File: src/rtl/reg_file.sv
// Per-thread register file: sixteen DATA_BITS-wide registers with
// thirteen general-purpose slots and three read-only thread-context
// registers (blockIdx, blockDim, threadIdx). Operands are read in
// REQUEST and written back in UPDATE.
module reg_file #(
  parameter int THREADS_PER_BLOCK = 4,
  parameter int THREAD_ID         = 0,
  parameter int DATA_BITS         = 8
) (
  input  logic                 clk,
  input  logic                 reset,
  input  logic                 enable,
  input  logic [7:0]           block_id,
  input  logic [2:0]           core_state,
  input  logic [3:0]           decoded_rd_address,
  input  logic [3:0]           decoded_rs_address,
  input  logic [3:0]           decoded_rt_address,
  input  logic                 decoded_reg_write_enable,
  input  logic [1:0]           decoded_reg_input_mux,
  input  logic [DATA_BITS-1:0] decoded_immediate,
  input  logic [DATA_BITS-1:0] alu_out,
  input  logic [DATA_BITS-1:0] lsu_out,
  output logic [DATA_BITS-1:0] rs,
  output logic [DATA_BITS-1:0] rt
);

  typedef enum logic [2:0] {
    CORE_IDLE    = 3'b000,
    CORE_FETCH   = 3'b001,
    CORE_DECODE  = 3'b010,
    CORE_REQUEST = 3'b011,
    CORE_WAIT    = 3'b100,
    CORE_EXECUTE = 3'b101,
    CORE_UPDATE  = 3'b110,
    CORE_DONE    = 3'b111
  } core_state_t;

  typedef enum logic [1:0] {
    SRC_ALU  = 2'b00,
    SRC_LSU  = 2'b01,
    SRC_IMM  = 2'b10,
    SRC_NONE = 2'b11
  } reg_src_t;

  // Highest register index that software is allowed to overwrite.
  localparam logic [3:0] LAST_GP_REG = 4'd12;

  localparam logic [DATA_BITS-1:0] BLOCK_DIM_RESET  = DATA_BITS'(THREADS_PER_BLOCK);
  localparam logic [DATA_BITS-1:0] THREAD_IDX_RESET = DATA_BITS'(THREAD_ID);

  logic [DATA_BITS-1:0] registers [16];
  logic [DATA_BITS-1:0] write_data;
  logic                 write_valid;

  // Select the writeback source and decide whether this cycle commits a write.
  always_comb begin
    write_data  = '0;
    write_valid = 1'b0;
    case (reg_src_t'(decoded_reg_input_mux))
      SRC_ALU:  write_data = alu_out;
      SRC_LSU:  write_data = lsu_out;
      SRC_IMM:  write_data = decoded_immediate;
      default:  write_data = '0;
    endcase
    write_valid = (core_state_t'(core_state) == CORE_UPDATE)
               && decoded_reg_write_enable
               && (decoded_rd_address <= LAST_GP_REG)
               && (reg_src_t'(decoded_reg_input_mux) != SRC_NONE);
  end

  // Register array, blockIdx mirror and operand outputs; reset beats enable.
  always_ff @(posedge clk) begin
    if (!reset) begin
      for (int i = 0; i < 14; i++) begin
        registers[i] <= '0;
      end
      registers[14] <= BLOCK_DIM_RESET;
      registers[15] <= THREAD_IDX_RESET;
      rs            <= '0;
      rt            <= '0;
    end else if (enable) begin
      registers[13] <= DATA_BITS'(block_id);
      if (core_state_t'(core_state) == CORE_REQUEST) begin
        rs <= registers[decoded_rs_address];
        rt <= registers[decoded_rt_address];
      end
      if (write_valid) begin
        registers[decoded_rd_address] <= write_data;
      end
    end
  end

endmodule

File: config.mk
export PLATFORM = sky130hd
export DESIGN_NAME = reg_file
export DESIGN_NICKNAME = d
export VERILOG_FILES = /design/src/rtl/reg_file.sv
export SDC_FILE = /design/constraint.sdc
export NUM_CORES = 1
export LEC_CHECK = 0
export BUFFER_PORTS_ARGS = -buffer_cell sky130_fd_sc_hd__buf_2
export CORE_MARGIN = 4
export CORE_UTILIZATION = 50
export CTS_CLUSTER_SIZE = 24
export DETAILED_ROUTE_END_ITERATION = 16
export PLACE_DENSITY = 0.69
export REMOVE_ABC_BUFFERS = 1
export SLEW_MARGIN = 5
export SYNTH_ARGS = -nofsm -noshare
export SYNTH_HDL_FRONTEND = slang
export SYNTH_SLANG_ARGS = --single-unit
File: constraint.sdc
create_clock -name clk -period 2.5 [get_ports clk]
set_input_delay 0.5 -clock clk [delete_from_list [all_inputs] [get_ports clk]]
set_output_delay 0.5 -clock clk [all_outputs]
set_load 0.05 [all_outputs]
Word-level counts from Yosys, hierarchy flattened
Memories as Yosys holds them, arrays and structs flattened. A register that Yosys moved wholly into a read port is not among the register bits.
Index checks and enable logic that the tools add are counted.
{"block": "totals", "ff_bits": 0, "ram_bits": 128, "output_inout_bits": 16, "word_cells": 29, "mem_count": 1}
{"block": "classes", "n_lt_le_gt_ge": 1, "n_eq_ne": 5, "muxes": 13, "bitwise_logic": 1, "n_reduce_logical": 8}
{"name": "registers", "depth": 16, "width": 8, "read_ports": 2, "rd_clocked_by_memory_dff": 2, "wr": 16, "line": "51", "rtl": "logic [DATA_BITS-1:0] registers [16];"}
{"cell": "$pmux 8 s3", "count": 1}
{"cell": "$mux 8", "count": 2}
{"cell": "$mux 1", "count": 9}
{"cell": "$reduce_or 8->1", "count": 1}
{"cell": "$le 4x4->1 const B", "count": 1}
{"cell": "$mux 4", "count": 1}
{"cell": "$eq 3x2->1 const B", "count": 1}
{"cell": "$eq 3x3->1 const B", "count": 1}
{"cell": "$logic_and 1x1->1", "count": 3}
{"cell": "$eq 2x1->1 const B", "count": 1}
{"cell": "$eq 2x2->1 const B", "count": 1}
{"cell": "$logic_not 1->1", "count": 2}
{"cell": "$logic_not 2->1", "count": 1}
{"cell": "$ne 2x2->1 const B", "count": 1}
{"cell": "$reduce_and 2->1", "count": 1}
{"cell": "$or 1x1->1", "count": 1}

Logic depth before layout (Yosys ltp)
{"block": "depth", "word_depth": 10, "ltp_mapped": 6}

Worst setup path after synthesis
No wires, ideal clock.
{"block": "synth_timing", "kind": "input-to-reg", "start": "in core_state[0]", "end": "mem registers[3][0], enable pin", "setup_ps": 329, "arrival_time_ps": 1686, "slack_ps": 485, "stages": 4, "n_path_buf": 0, "cell_sequence": "nand4b_2 -> nor4b_4 -> nand3_2 -> nand2_1"}
{"element": "from (decl)", "line": "14", "rtl": "input logic [2:0] core_state,"}
{"element": "to (decl)", "line": "51"}

==> flow_summary.toml <==
[outcome]
outcome = "completed"

[routing]
vias = 5344
drc = 0
drt-wirelength-per-cell_um = 23.24
dr.pass1.iters = 6
drt-initial-drc-count = 682
routed_via_density = 6.243
detail-route-antenna-nets = 0
totalWireLength_mm = 19.89

[power]
clockPowerShare_pct = 42.6
p_per_area_mw_per_mm2 = 697.3
p_sw_share_pct = 23.11
power_mw = 6.059
p_int_mw = 4.659
leakage_nw = 3.370
p_seq_share_pct = 46.7
combPwrFrac_pct = 10.7
irDropWorstVdd_mv = 0.5400
switching_power_mw = 1.400

[cells_and_area]
regArea_mm2 = 0.004164
nets = 712
num-fill-cells = 1140
syn_to_final_growth_pct = 18.44
antenna_cells = 0
layout-drive-gt1-share_pct = 28.13
multi_input_area_mm2 = 0.003005

[run]
cap_violations = 0

[yosys]
synth_compound_area_share_pct = 7.147
yosysMostFrequentCell = "edfxtp_1"
synth_warnings = 0
yosys-top-cells-area = "edfxtp_1 (52%), mux4_2 (9.8%), mux2i_1 (9.7%)"
synthSimpleGateAreaFrac_pct = 12.78
syn_inst = 556
syn_area_mm2 = 0.007336
synth_area_leader_cell = "edfxtp_1"
synthXorXnorAreaFrac_pct = 0
synthDistinctLibCells = 34
synth_edf_count = 128
synth_top_family_by_area = "multiplexers"
avgSynthCellArea_um2 = 13.19
synth_common_cells = "edfxtp_1 (128), nor2_1 (116), mux2i_1 (71), a22oi_1 (45), mux4_2 (32)"
synth.top_cell.area_share_pct = 52.40
synth-main-ff-cell = "edfxtp_1"
synthMuxAreaShare_pct = 20.23
ys_ff_latch = 144
synth-adder-area-share_pct = 0
synth_async_sr_flop_share_pct = 0
synth-seq-area-share_pct = 56.76

[setup_path]
worst_path_largest_cell_delay_ps = 520
cp-end-kind = "register"
worstRegToRegCells = 4
cp_cell_sequence = "buf_2 -> buf_4 -> mux4_2 -> a22oi_1 -> nand2_1"
path_class = "in -> reg"
arrival_ps = 2180
worstPathRequired_ps = 2800
cp_num_cells = 5
path_delay_family = "buffers and inverters"
rrSetupSlack_ps = 900
r2r_start = "registers[9][7]"
cp_max_fo = 15
r2r_end = "rs[7]"
slowest_stage = "mux4_2"
start_kind = "input port"
path_buf_inv = 2

[global_route]
gr-usage-all-layers_pct = 25.02
gr-usage-met1_pct = 31.98
grt_pass1_wl_mm = 30.18
grt_busiest_layer = "met2"
grt_start_max_net_pins = 28
use_met3_pct = 5.647
globalRouteMet2Util_pct = 40.95
antenna_found_initial = 0
grt_pass1_vias = 5260
overflow = 0

[die]
die_area_mm2 = 0.01667
die_width_um = 129.1
row_count = 44
start_util_pct = 50.67
die_h_um = 129.1
io_pins = 69
core_area_mm2 = 0.01448

[timing]
grt_setup_unrepaired = "false"
clock_skew_ps = 7.447
relSlewSlack_pct = 59.89
finalCritPeriodShare_pct = 75.55
finalHoldViolations = 0
fmax_ghz = 0.5294
tightest_slew_ps = 601.7
tns_ps = 0
maxSlewViolCount = 0
finalSetupViolCount = 0
min_period_ps = 1889
fin_ws_ps = 611.2

[clock_network]
cts_max_level = 4
clkSlewWorstSetupHoldPaths_ps = 60
cts_inserted_buffers = 17
hold_buffers = 0
root_buffer = "clkbuf_16"
cts.sinks = 144
clk_path_buf_depth = 2
cts.repair.resized = 0
tritoncts = "yes"
post-cts-setup-buffers = 0
clock_latency_ps = 420

[placed_design]
port_buffers = 68
gp_congestion = 0.9439
post-place-ws_ps = 220.0
dp_hpwl_mm = 14.42

[hold_path]
hp-start = "block_id[4]"
whs_endpoint = "registers[13][4]"
worstHoldPathCells = 2
hp-class = "in -> reg"
## final cells by class
type | count | share of cell area, %
repair buffers | 110 | 7.834
well taps | 184 | 2.650
clock inverters | 14 | 1.973
inverters | 2 | 0.08641
flip-flops and latches | 144 | 47.93
clock buffers | 18 | 4.940
multi-input cells | 384 | 34.59
## power by group through the flow
stage | clock [mW] | sequential (mW) | combinational, mW
finish | 2.58 | 2.83 | 0.648
global route | 2.72 | 2.84 | 0.688
CTS | 2.60 | 2.83 | 0.645
detailed placement | 0 | 2.87 | 0.642
global placement | 0 | 2.87 | 0.632
floorplan | 0 | 2.86 | 0.324
## per-layer routing
layer,vias to the layer above,part of all wire (%)
li1,2323,-
met1,2640,38
met2,327,50
met3,54,8.4
met4,0,3.7
met5,-,0
## registers in the layout, summed over array words and instances (netlist names)
signal	count
registers	128
rs	8
rt	8
## worst max-delay path by stage
stage / start / endpoint
global placement: core_state[0] / registers[11][5]
global route: core_state[0] / registers[11][3]
finish: decoded_rs_address[1] / rs[5]
CTS: core_state[0] / registers[11][3]
detailed placement: core_state[0] / registers[11][4]
floorplan: core_state[0] / registers[3][0]
## metrics by stage
step	utilization (%)	cell area [um2]	hold WS, ps	cells
final	60.01	8688	390.0	856
after global routing	60.01	8688	379.9	856
after CTS	60.01	8688	374.2	856
after detailed placement	55.86	8088	451.5	824
after global placement	55.86	8088	445.2	824
after floorplan	-	7177	655.4	530
## cell families after synthesis
group                  after synthesis
buffers and inverters               42
other                                2
flip-flops                         144
multiplexers                       105
AO/OA/AOI/OAI                       70
AND/OR/NAND/NOR                    193
## layout by cell type, fill, tap and decap left out, types with 3 or more instances in the layout
master,instances
a21oi_1,9
a22oi_1,45
a32oi_1,15
and2_1,4
and3_1,8
buf_2,68
buf_4,40
bufinv_16,4
clkbuf_16,17
clkinv_1,3
clkinv_2,5
conb_1,16
dfxtp_1,16
edfxtp_1,128
mux2i_1,71
mux4_2,32
nand2_1,28
nand2_2,10
nand2b_1,3
nand3_2,3
nor2_1,116
nor2b_1,7
nor3_1,3
Note: power is estimated with default switching activity, not from simulation.
